$ cat config.mk
export PLATFORM = sky130hd
export DESIGN_NAME = rst_seq_ctrl
export DESIGN_NICKNAME = d
export VERILOG_FILES = /design/src/rtl/rst_seq_ctrl.sv
export SDC_FILE = /design/constraint.sdc
export NUM_CORES = 1
export LEC_CHECK = 0
export ABC_AREA = 0
export CAP_MARGIN = 10
export CORE_MARGIN = 4
export CORE_UTILIZATION = 52
export DETAILED_ROUTE_END_ITERATION = 8
export PLACE_DENSITY_LB_ADDON = 0.1
export SYNTH_ARGS = -nofsm -noshare
export SYNTH_HDL_FRONTEND = slang
export SYNTH_SLANG_ARGS = --single-unit
export TNS_END_PERCENT = 1
$ cat constraint.sdc
create_clock -name clk -period 2 [get_ports clk]
set_input_delay 0.4 -clock clk [delete_from_list [all_inputs] [get_ports clk]]
set_output_delay 0.4 -clock clk [all_outputs]
set_load 0.02 [all_outputs]
$ cat src/rtl/rst_seq_ctrl.sv
// Reset sequencer: holds all domain resets, then releases them in order (bit 0 first) with fixed spacing.
// All outputs registered; any hold condition (rst, ext_rst_n low, sw_rst_req) drops every output on that edge.
module rst_seq_ctrl #(
  parameter int NUM_DOMAINS = 4,
  parameter int HOLD_CYCLES = 8,
  parameter int STAGE_DELAY = 4
) (
  input  logic                             clk,
  input  logic                             rst,
  input  logic                             ext_rst_n,
  input  logic                             sw_rst_req,
  output logic [NUM_DOMAINS-1:0]           rst_n_out,
  output logic [$clog2(NUM_DOMAINS+1)-1:0] rel_cnt,
  output logic                             seq_busy,
  output logic                             seq_done
);

  localparam int CW = $clog2(NUM_DOMAINS + 1);
  localparam int HW = $clog2(HOLD_CYCLES + 1);
  localparam int SW = $clog2(STAGE_DELAY + 1);

  typedef enum logic [1:0] {
    S_HOLD    = 2'd0,
    S_RELEASE = 2'd1,
    S_RUN     = 2'd2
  } state_t;

  state_t                 r_state, w_state_nxt;
  logic [HW-1:0]          r_hold_cnt, w_hold_nxt;
  logic [SW-1:0]          r_stage_cnt, w_stage_nxt;
  logic [CW-1:0]          r_rel_cnt, w_rel_nxt;
  logic [NUM_DOMAINS-1:0] r_rst_n, w_rst_n_nxt;
  logic                   r_done, r_busy;
  logic                   w_hold;
  logic                   w_done_nxt;

  assign w_hold = rst | ~ext_rst_n | sw_rst_req;

  always_comb begin
    w_state_nxt = r_state;
    w_hold_nxt  = r_hold_cnt;
    w_stage_nxt = r_stage_cnt;
    w_rel_nxt   = r_rel_cnt;
    if (w_hold) begin
      w_state_nxt = S_HOLD;
      w_hold_nxt  = '0;
      w_stage_nxt = '0;
      w_rel_nxt   = '0;
    end else begin
      case (r_state)
        S_HOLD: begin
          // Release fires on the clean edge after HOLD_CYCLES clean edges have been counted.
          if (r_hold_cnt == HW'(HOLD_CYCLES)) begin
            w_rel_nxt   = CW'(1);
            w_hold_nxt  = '0;
            w_stage_nxt = '0;
            w_state_nxt = S_RELEASE;
          end else begin
            w_hold_nxt = r_hold_cnt + HW'(1);
          end
        end
        S_RELEASE: begin
          if (r_stage_cnt == SW'(STAGE_DELAY - 1)) begin
            w_rel_nxt   = r_rel_cnt + CW'(1);
            w_stage_nxt = '0;
            if (w_rel_nxt == CW'(NUM_DOMAINS)) begin
              w_state_nxt = S_RUN;
            end
          end else begin
            w_stage_nxt = r_stage_cnt + SW'(1);
          end
        end
        S_RUN: begin
          w_rel_nxt = CW'(NUM_DOMAINS);
        end
        default: begin
          w_state_nxt = S_HOLD;
          w_hold_nxt  = '0;
          w_stage_nxt = '0;
          w_rel_nxt   = '0;
        end
      endcase
    end
  end

  // Outputs are a thermometer of the release count, so ordering holds by construction.
  always_comb begin
    w_rst_n_nxt = '0;
    for (int k = 0; k < NUM_DOMAINS; k++) begin
      w_rst_n_nxt[k] = (int'(w_rel_nxt) > k);
    end
  end

  assign w_done_nxt = (w_state_nxt == S_RUN);

  always_ff @(posedge clk) begin
    if (rst) begin
      r_state     <= S_HOLD;
      r_hold_cnt  <= '0;
      r_stage_cnt <= '0;
      r_rel_cnt   <= '0;
      r_rst_n     <= '0;
      r_done      <= 1'b0;
      r_busy      <= 1'b1;
    end else begin
      r_state     <= w_state_nxt;
      r_hold_cnt  <= w_hold_nxt;
      r_stage_cnt <= w_stage_nxt;
      r_rel_cnt   <= w_rel_nxt;
      r_rst_n     <= w_rst_n_nxt;
      r_done      <= w_done_nxt;
      r_busy      <= ~w_done_nxt;
    end
  end

  assign rst_n_out = r_rst_n;
  assign rel_cnt   = r_rel_cnt;
  assign seq_done  = r_done;
  assign seq_busy  = r_busy;

endmodule

---- Word level (Yosys, flattened, before mapping) ----
Index checks and enable logic that the tools add are counted.
word-level totals
  register bits after elaboration ......... 18
  input bits .............................. 4
  output and inout bits ................... 9
  logic and storage cells ................. 44
operators by class
  add/sub/neg operators ................... 3
  magnitude comparators ................... 4
  equality and inequality tests ........... 7
  multiplexer cells ....................... 14
  bitwise gates (word level) .............. 5
  reductions and logical operators ........ 4
operators with widths
  cell                                                                   count
  3-bit case mux with 3 select lines                                     2
  3-bit two-way mux                                                      5
  2-bit two-way mux                                                      4
  4-bit case mux with 2 select lines                                     1
  3-bit by 1-bit adder with 3-bit output, second input constant          2
  3-bit by 1-bit > comparator with 1-bit output, second input constant   2
  3-bit by 2-bit > comparator with 1-bit output, second input constant   2
  2-bit case mux with 3 select lines                                     1
  4-bit by 1-bit adder with 4-bit output, second input constant          1
  2-bit equality test, second input constant                             2
  4-bit equality test, second input constant                             1
  4-bit two-way mux                                                      1
  2-bit OR reduction                                                     2
  3-bit by 2-bit equality test with 1-bit output, second input constant  1
  3-bit equality test, second input constant                             1
  1-bit NOT                                                              3
  2-bit by 1-bit equality test with 1-bit output, second input constant  1
  2-bit zero test                                                        1
  2-bit != test, second input constant                                   1
  1-bit bitwise OR                                                       2
  2-bit AND reduction                                                    1

---- Logic depth before layout (Yosys ltp) ----
  word-level depth ........................ 8
  gate-level depth with buffers ........... 7
  depth with buffers taken out ............ 6

---- Least setup slack after synthesis ----
No wires, ideal clock.
  kind .................................... register to register
  start point ............................. reg r_rel_cnt[0] (netlist: rel_cnt[0])
  end point ............................... reg r_busy (netlist: seq_busy)
  setup time .............................. 0.143 ns
  arrival time ............................ 1.430 ns
  data required time ...................... 1.857 ns
  setup slack ............................. 0.427 ns
  stages on the path, launching flop included .. 7
  path buffers ............................ 0
  clock period less this slack ............ 1.573 ns
  path through ............................ dfxtp_1 -> ha_1 -> ha_1 -> nand3b_1 -> a211o_1 -> a22oi_1 -> nand3_1
on the way
  longest elaborated chain between the ends .. 8
RTL lines
  what                                    RTL line  RTL
  start: declaration                      31        logic [CW-1:0] r_rel_cnt, w_rel_nxt;
  start signal: assignment                109       r_rel_cnt <= w_rel_nxt;
  3-bit by 1-bit adder with 3-bit output  64        w_rel_nxt = r_rel_cnt + CW'(1);
  3-bit equality test                     66        if (w_rel_nxt == CW'(NUM_DOMAINS)) begin
  2-bit two-way mux                       66
  2-bit two-way mux                       63        if (r_stage_cnt == SW'(STAGE_DELAY - 1)) begin
  2-bit case mux with 3 select lines      50        case (r_state)
  2-bit two-way mux                       44        if (w_hold) begin
  2-bit equality test                     94        assign w_done_nxt = (w_state_nxt == S_RUN);
  1-bit NOT                               112       r_busy <= ~w_done_nxt;
  end signal: assignment                  112
  end: declaration                        33        logic r_done, r_busy;
Every way passes these cells.
A chain may end at the register's enable or synchronous reset.

---- Worst setup path in the final report ----
  start point ............................. reg r_rel_cnt[1] (netlist: rel_cnt[1])
  end point ............................... out rel_cnt[1]
RTL lines
  what              RTL line  RTL
  end: declaration  13        output logic [$clog2(NUM_DOMAINS+1)-1:0] rel_cnt,
No word-level cell between the ends.

==> impl_metrics.yaml <==
outcome:
  outcome: "finished clean"
clocking:
  clkSlewWorstSetupHoldPaths_ns: 0.10
  clk_latency_ns: 0.30
  clockRootBuffer: "clkbuf_4"
  cts_setup_buffers: 0
  clockBufferDepth: 2
  cts_tree: "yes"
  cts-resized-gates: 0
  hold_buffers: 0
  cts_buffers: 3
  cts.sinks: 18
  h-tree-depth: 1
logic_synthesis:
  synth_cell_types: 39
  ys.flop_type: "dfxtp_1"
  async_reset_ff_share_pct: 0
  yosys_warnings: 0
  avgSynthCellArea_um2: 9.75
  yosys-top-cells-area: "dfxtp_1 (39%), ha_1 (12%), inv_1 (4.9%), a21oi_1 (3.2%), o41ai_4 (3.0%)"
  syn_inst: 95
  yosys.area.top_type: "dfxtp_1"
  synth-edff-count: 0
  seq_area_frac_synth_pct: 38.9
  synth_seq_cells: 18
  post-synth-top-area-fraction_pct: 38.9
  synth_nets: 108
  syn-cell-area_um2: 926
critical_path:
  crit_chain: "clkdlybuf4s50_1"
  path_delay_family: "buffers and inverters"
  startpoint_type: "flop"
  cp.depth: 1
  cp_max_fo: 4
  r2r_start: "r_state[1]"
  r2r-end: "rst_n_out[2]"
  crit_path_end_kind: "primary output"
  path_buf_inv: 1
  crit_type: "reg2out"
  cp_slowest_cell: "clkdlybuf4s50_1"
  crit_path_max_incr_delay_ns: 0.63
  r2r_slack_ns: 0.29
  startpoint: "rel_cnt[1]"
  worstPathArrival_ns: 1.33
  crit_required_ns: 1.60
  crit_path_end: "rel_cnt[1]"
  r2r_cells: 5
placement:
  placed_cell_area_mm2: 0.00107
  dp.final_hpwl_um: 1300
  finalWeightedCongestion: 0.733
  io_buffers: 12
  pre_cts_ws_ns: 0.218
detailed_routing:
  firstDrtPassIters: 4
  viasPerCell: 5.29
  post-route-drc-count: 0
  postRouteWirelength_um: 1720
  vias: 709
  drt-initial-drc-count: 11
  detail-route-antenna-nets: 0
  post_drt_wl_per_cell_um: 12.8
layout:
  finalInstanceArea_mm2: 0.00111
  fin_nets: 124
  n_antenna_cell: 0
  syn_to_final_growth_pct: 20.0
  final_util_pct: 69.7
  drive_gt1_share_pct: 13.6
  fillers: 127
timing:
  max_freq_mhz: 577
  setup_ws_ns: 0.267
  grt_setup_unrepaired: "false"
  finalSetupTns_ns: 0
  slew_headroom_pct: 76.6
  min_period_ns: 1.73
  hold_viol_final: 0
  period_share_pct: 86.7
  worst_pin_slew_ns: 0.352
  setup_viol: 0
  slew_violations: 0
  fin_skew_ns: 0.00620
pwr:
  power_mw: 0.604
  leakagePower_nw: 0.500
  p_per_area_mw_per_mm2: 543
  vdd_ir_drop_max_uv: 327
grt:
  grt_max_degree: 11
  gr-total-overflow: 0
  gr-usage-all-layers_pct: 16.8
  grt_antenna_before_repair: 0
  grt_pass1_vias: 701
  grt_pass1_wl_um: 3260
floorplanning:
  core_area_mm2: 0.00159
  io_pins: 13
  dieArea_mm2: 0.00252
  die_y_um: 50.2
  die_w_um: 50.2
  rows: 14
  initial_utilization_pct: 58.1
min_path:
  hp-class: "reg2reg"
job:
  cap_violations: 0
final cells by class:
cell class	instances	area, um2	area share [%]
Tap cell	24	30.0	2.70
Timing Repair Buffer	13	128	11.5
Sequential cell	18	360	32.4
Inverter	12	45.0	4.05
Clock buffer	4	36.3	3.27
Multi-Input combinational cell	63	512	46.1
cells by family after synthesis:
group	Yosys count	synth area share [%]
xor gates and xnor gates	1	0.946
and+or+nand+nor	33	25.7
AOI/OAI and AO/OA	19	15.3
adders and majority gates	9	12.2
DFF	18	38.9
muxes	1	1.22
buffers and inverters	14	5.81
state kept, by name, summed over array words and instances, names as in the netlist:
signal / flops
r_hold_cnt: 4
rst_n_out: 4
r_stage_cnt: 3
rel_cnt: 3
r_state: 2
seq_busy: 1
seq_done: 1
worst min-delay path by stage:
stage / from / cells past startpoint / endpoint
after floorplan: r_stage_cnt[2] / 2 / r_stage_cnt[2]
after global placement: r_stage_cnt[2] / 2 / r_stage_cnt[2]
after detailed placement: r_stage_cnt[2] / 2 / r_stage_cnt[2]
after CTS: r_stage_cnt[2] / 2 / r_stage_cnt[2]
after global routing: r_stage_cnt[2] / 2 / r_stage_cnt[2]
final: r_stage_cnt[2] / 2 / r_stage_cnt[2]
placed cells by master, fill, tap and decap left out, types with 2 or more instances in the layout:
master,synthesis,routed
dfxtp_1,18,18
inv_1,12,12
clkdlybuf4s50_1,0,12
ha_1,9,9
nand2_1,6,6
a21oi_1,6,6
nand3_1,4,4
o21ai_0,3,3
clkbuf_4,0,3
and3_1,2,2
and2_1,2,2
a32oi_1,2,2
nor2_1,2,2
or4_1,2,2
metal layers:
metal	share of wire [%]	wire (um)	vias to the layer above	GRT usage [%]
li1	-	-	365	-
met1	47	814	327	21.0
met2	46	794	15	26.5
met3	5.7	98	2	7.10
met4	0.76	13	0	4.15
met5	0	0	-	0
worst register-to-register path, delay by kind of cell, from the launching register on:
family / cells / cell delay (ns)
AND/OR/NAND/NOR: 1 / 0.23
adder cells (fa/ha/maj): 1 / 0.31
buffers and inverters: 1 / 0.10
flip-flops: 1 / 0.41
AO/OA/AOI/OAI: 2 / 0.53
report_power, final:
group	switching, mW	internal, mW	total, mW
Sequential	0.00123	0.359	0.360
Clock	0.112	0.111	0.223
Combinational	0.00909	0.0114	0.0205
synth_stat cells (all sizes together) (2+ instances only):
library cell / count
or4: 2
nor2: 2
ha: 9
and2: 3
a21oi: 6
nand2: 6
nand3: 4
inv: 12
dfxtp: 18
nand3b: 2
nand2b: 2
a32oi: 2
and3: 4
o21ai: 4
metrics by stage:
stage               instances  hold slack (ns)
CTS                       134            0.459
floorplan                  95            0.424
detailed placement        130            0.444
global placement          130            0.434
finish                    134            0.459
global route              134            0.508
Power figures use the tool's default switching activity.
